`src/rtl/key_debounce.sv`:
```
// key_debounce: conditions a raw push-button into a clean clk-synchronous level
// with one-cycle press/release strobes.
// Build option: define KEY_DEBOUNCE_REPEAT_EN to enable the hold-to-repeat strobe
// on rpt. Without it, rpt is tied low and the REPEAT_* parameters only size the counter.
// The release strobe port is named release_pulse because `release` is a reserved word.
//
// state      | meaning
// IDLE       | key accepted as released, waiting for a synced 1
// PRESS_WAIT | synced 1 seen, counting stable samples before accepting a press
// HELD       | key accepted as pressed
// REL_WAIT   | synced 0 seen while held, counting stable samples before accepting release
module key_debounce #(
  parameter int STABLE_CYCLES = 4,
  parameter int REPEAT_DELAY  = 20,
  parameter int REPEAT_PERIOD = 8
) (
  input  logic clk,
  input  logic reset,
  input  logic key_raw,
  output logic level,
  output logic press,
  output logic release_pulse,
  output logic rpt
);

  localparam int MAX_SR = (STABLE_CYCLES > REPEAT_DELAY) ? STABLE_CYCLES : REPEAT_DELAY;
  localparam int MAX_ALL = (MAX_SR > REPEAT_PERIOD) ? MAX_SR : REPEAT_PERIOD;
  localparam int CW = $clog2(MAX_ALL + 1);

  typedef enum logic [1:0] {
    IDLE       = 2'd0,
    PRESS_WAIT = 2'd1,
    HELD       = 2'd2,
    REL_WAIT   = 2'd3
  } state_t;

  logic          s1_q, s2_q;
  state_t        state_q, state_d;
  logic [CW-1:0] cnt_q, cnt_d;
  logic          level_q, level_d;
  logic          press_q, press_d;
  logic          release_q, release_d;

  // Debounce FSM next-state: one transition per edge, strobes default low.
  always_comb begin
    state_d   = state_q;
    cnt_d     = cnt_q;
    level_d   = level_q;
    press_d   = 1'b0;
    release_d = 1'b0;
    case (state_q)
      IDLE: begin
        if (s2_q) begin
          state_d = PRESS_WAIT;
          cnt_d   = CW'(1);
        end
      end
      PRESS_WAIT: begin
        if (!s2_q) begin
          state_d = IDLE;
          cnt_d   = '0;
        end else if (cnt_q == CW'(STABLE_CYCLES)) begin
          state_d = HELD;
          level_d = 1'b1;
          press_d = 1'b1;
          cnt_d   = '0;
        end else begin
          cnt_d = cnt_q + CW'(1);
        end
      end
      HELD: begin
        if (!s2_q) begin
          state_d = REL_WAIT;
          cnt_d   = CW'(1);
        end
      end
      REL_WAIT: begin
        if (s2_q) begin
          state_d = HELD;
          cnt_d   = '0;
        end else if (cnt_q == CW'(STABLE_CYCLES)) begin
          state_d   = IDLE;
          level_d   = 1'b0;
          release_d = 1'b1;
          cnt_d     = '0;
        end else begin
          cnt_d = cnt_q + CW'(1);
        end
      end
      default: begin
        state_d = IDLE;
        cnt_d   = '0;
        level_d = 1'b0;
      end
    endcase
  end

  // Synchronizer, FSM state and registered outputs; reset wins over any transition.
  always_ff @(posedge clk) begin
    if (!reset) begin
      s1_q      <= 1'b0;
      s2_q      <= 1'b0;
      state_q   <= IDLE;
      cnt_q     <= '0;
      level_q   <= 1'b0;
      press_q   <= 1'b0;
      release_q <= 1'b0;
    end else begin
      s1_q      <= key_raw;
      s2_q      <= s1_q;
      state_q   <= state_d;
      cnt_q     <= cnt_d;
      level_q   <= level_d;
      press_q   <= press_d;
      release_q <= release_d;
    end
  end

`ifdef KEY_DEBOUNCE_REPEAT_EN
  // Repeat timer is a down-counter: loaded with the initial delay on press,
  // reloaded with the period after every strobe, terminal count at 1.
  logic [CW-1:0] rcnt_q, rcnt_d;
  logic          rpt_q, rpt_d;

  // Repeat next-state: counts only while held; suppressed on the edge that leaves to IDLE.
  always_comb begin
    rcnt_d = rcnt_q;
    rpt_d  = 1'b0;
    if (press_d) begin
      rcnt_d = CW'(REPEAT_DELAY);
    end else if (release_d) begin
      rcnt_d = '0;
    end else if (state_q == HELD || state_q == REL_WAIT) begin
      if (rcnt_q <= CW'(1)) begin
        rpt_d  = 1'b1;
        rcnt_d = CW'(REPEAT_PERIOD);
      end else begin
        rcnt_d = rcnt_q - CW'(1);
      end
    end
  end

  // Repeat timer and strobe registers.
  always_ff @(posedge clk) begin
    if (!reset) begin
      rcnt_q <= '0;
      rpt_q  <= 1'b0;
    end else begin
      rcnt_q <= rcnt_d;
      rpt_q  <= rpt_d;
    end
  end

  assign rpt = rpt_q;
`else
  assign rpt = 1'b0;
`endif

  assign level         = level_q;
  assign press         = press_q;
  assign release_pulse = release_q;

endmodule

```
`config.mk`:
```
export PLATFORM = sky130hd
export DESIGN_NAME = key_debounce
export DESIGN_NICKNAME = d
export VERILOG_FILES = /design/src/rtl/key_debounce.sv
export SDC_FILE = /design/constraint.sdc
export NUM_CORES = 1
export LEC_CHECK = 0
export CORE_AREA = 2 2 39 41
export CTS_CLUSTER_DIAMETER = 80
export DETAILED_ROUTE_END_ITERATION = 8
export DIE_AREA = 0 0 41 43
export DONT_BUFFER_PORTS = 1
export HOLD_SLACK_MARGIN = 0.08
export PLACE_DENSITY = 0.6
export SETUP_SLACK_MARGIN = 0.2
export SYNTH_ARGS = -nofsm -noshare
export SYNTH_HDL_FRONTEND = slang
export SYNTH_SLANG_ARGS = --single-unit
```
`constraint.sdc`:
```
create_clock -name clk -period 4.6 [get_ports clk]
set_clock_uncertainty 0.2 [all_clocks]
set_input_delay 0.46 -clock clk [delete_from_list [all_inputs] [get_ports clk]]
set_output_delay 0.46 -clock clk [all_outputs]
set_load 0.02 [all_outputs]
```
==> metrics.md <==
| Metric | Value |
|---|---|
| Period minus WS final | `1.59 ns` |
| Dpl cells | `74` |
| DIE AREA | `1760 µm²` |
| Period utilisation layout | `0.346` |
| Worst path arrival time | `~1.6 ns` |
| Final hold violation count | `0` |
| Maximum root-to-sink buffer count | `2` |
| Clk Latency, worst-skew pair | `0.28 ns` |
| Starting Density | `0.405` |
| CTS resizes | `0` |
| Most frequent cells in the layout | `dfxtp_1, nand2_1` |
| Peak VDD IR | `0.000237 V` |
| Beginning of the worst hold path | `reset` |
| WHS | `0.108 ns` |
| FMAX | `0.628 GHz` |
| Vias in the first global route | `326` |
| Commonest non-fill, non-tap cell in the layout | `dfxtp_1` |
| Synth Area in Adders | `0.0446` |
| Sum Neg Setup Slack | `0 ns` |
| Crit-path slowest cell | `dfxtp_1` |
| PwrDens | `between 300 and 400 nW/µm²` |
| Worst reg-to-reg path cell count | `5` |
| WL final | `905 µm` |
| Max cap viols | `0` |
| Layout Utilization | `0.436` |
| First-pass iteration count of the detailed router | `4` |
| Overflow after GRT | `0` |
| R2r startpoint | `cnt_q[0]$_SDFFE_PN0P_` |
| Root Driver | `clkbuf_4` |
| Mux cell area share after synthesis | `0` |
| Nets@finish | `69` |
| Clock transition at path regs | `0.08 ns` |
| Sink Count | `12` |
| EDFF count, synth | `0` |
| I/O Pins | `7` |
| Post-Synth Simple-Gate Area | `0.279` |
| Unrepaired setup endpoints after global routing | `false` |
| Setup Buffers After CTS | `0` |
| H-tree depth | `1` |
| Critical-path maximum fanout | `4` |
| Post-DP HPWL | `604 µm` |
| Port Buffers | `0` |
| Top FF cell, synth | `dfxtp_1` |
| Warnings, synthesis | `0` |
| Leak | `0.236 nW` |
| Post-synthesis sequential area ratio | `0.429` |
| Worst Hold Class | `in2reg` |
| Hold endpoint | `cnt_q[1]$_SDFFE_PN0P_` |
| Area Overhead vs Synth | `7.59%` |
| Vias/cell | `5.27` |
| Vias | `416` |
| CTS tree | `done` |
| Num CTS Buffers | `3` |
| DIE HEIGHT | `43 µm` |
| Synth Area in Compound Gates | `0.118` |
| Total GRT Usage | `0.119` |
| Reg-to-reg slack, setup | `3.01 ns` |
| Antenna fix cells | `0` |
| Status | `finished clean` |
| Global-route wire length before repair | `between 1 and 1.5 mm` |
| Drt drc | `0` |
| Layout Cells excl Fill | `79` |
| Power Total | `0.197 mW` |
| Row cnt | `14` |
| Initial antenna violation count | `0` |
| Synth Area in XOR/XNOR | `0.0603` |
| Worst EP required | `between 4 and 5 ns` |
| Initial DRC Count | `14` |
| Kind of critical path | `reg2reg` |
| ANT nets after route | `0` |
| Die W | `41 µm` |
| Avg Cell Area, Syn | `9.19 µm²` |
| Cells on Worst Hold Path | `1` |
| CP peak stage delay | `0.38 ns` |
| Core ar. | `1380 µm²` |
| Fraction of registers with async set/reset | `0` |
| Max Transition Viols Final | `0` |
| Yosys reg bits | `12` |
| Largest family of logic cells by synthesized area | `simple AND/OR/NAND/NOR gates` |
| Number of distinct library cells after synthesis | `27` |
| RePlAce Congestion | `0.694` |
| CP Cell Sequence | `inv_1, ha_1, and4bb_2, and3_2, o21a_1` |
| Mapped Nets | `66` |
| CP startpoint kind | `flip-flop` |
| Netlist Area Pre-Place | `561 µm²` |
| Syn Inst Count | `a little over 60` |
| Final setup vio count | `0` |
| Largest net degree at the start of global routing | `16` |
| Crit path capture type | `flip-flop` |
| Share of layout cells above drive strength 1 | `0.143` |
| WL per Instance | `between 10 and 15 µm` |
## synth_stat cells, types with 2 or more instances
cell / n / area (µm²)
a21oi_1: 2 / 10.0
and2_1: 3 / 18.8
and3_2: 2 / 15.0
dfxtp_1: 12 / 240
ha_1: 2 / 25.0
inv_1: 3 / 11.3
nand2_1: 7 / 26.3
nand3_1: 3 / 15.0
nand4_1: 3 / 18.8
nor2_1: 2 / 7.51
nor3_1: 2 / 10.0
o211ai_1: 2 / 15.0
o21a_1: 2 / 15.0
o22ai_1: 2 / 12.5
xor2_1: 2 / 17.5
## final cells by class
cell class | count | area, µm²
clock buffer | 4 | 36.3
timing repair buffer | 1 | 10.0
tap | 16 | 20.0
multi-input combinational | 43 | 285
fill | 125 | 781
sequential | 12 | 240
inverter | 3 | 11.3
## layer usage
layer	vias to the layer above	wire, µm	global-route usage
met5	-	0	0
met4	0	0	0.0200
met3	0	41	0.0942
met2	5	417	0.159
met1	195	445	0.151
li1	216	-	-
## power breakdown
| group | total [mW] | switching (mW) | internal [mW] |
|---|---|---|---|
| combinational | 0.00566 | 0.00316 | 0.00250 |
| sequential | 0.107 | 0.00168 | 0.105 |
| clock | 0.0842 | 0.0361 | 0.0481 |
## flip-flops by register name, indices dropped and copies added, names as in the netlist, named ones only
name / count
release_pulse: 1
level: 1
cnt_q: 5
state_q: 1
press: 1
s1_q: 1
s2_q: 1
## worst max path at each step
stage | startpoint | end | slack, ns | depth (start not counted)
floorplan | cnt_q[0]$_SDFFE_PN0P_ | flip-flop | 3.10 | 5
global placement | cnt_q[0]$_SDFFE_PN0P_ | flip-flop | 3.07 | 5
detailed placement | cnt_q[0]$_SDFFE_PN0P_ | flip-flop | 3.03 | 5
CTS | cnt_q[0]$_SDFFE_PN0P_ | flip-flop | 3.02 | 5
global route | cnt_q[0]$_SDFFE_PN0P_ | flip-flop | 2.94 | 5
finish | cnt_q[0]$_SDFFE_PN0P_ | flip-flop | 3.01 | 5
## worst max-delay path, delay by kind of cell (launching register included)
kind / cells / cell delay (ns)
and+or+nand+nor: 2 / 0.46
DFF: 1 / 0.38
adders and majority gates: 1 / 0.21
AOI/OAI and AO/OA: 1 / 0.17
buffers and inverters: 1 / 0.07
## repair_timing
| action | 4_1_cts | 5_1_grt |
|---|---|---|
| hold buffers | 0 | 1 |
| setup endpoints to repair | 0 | 0 |
| endpoints found under the hold margin | 0 | 1 |
## logic make-up (layout without fill, tap and decap cells)
logic type,after synthesis,in the layout
simple gates,27,27
fa+ha+maj,2,2
other cells,1,1
compound gates,10,10
flops,12,12
xor+xnor,3,3
buf+inv,6,8
## through the flow
step	setup slack (ns)	area, µm²
after CTS	3.02	593
after global placement	3.07	557
after floorplan	3.10	561
final	3.01	603
after global routing	2.94	603
after detailed placement	3.03	557
No activity file was read; power rests on OpenSTA's default activity.
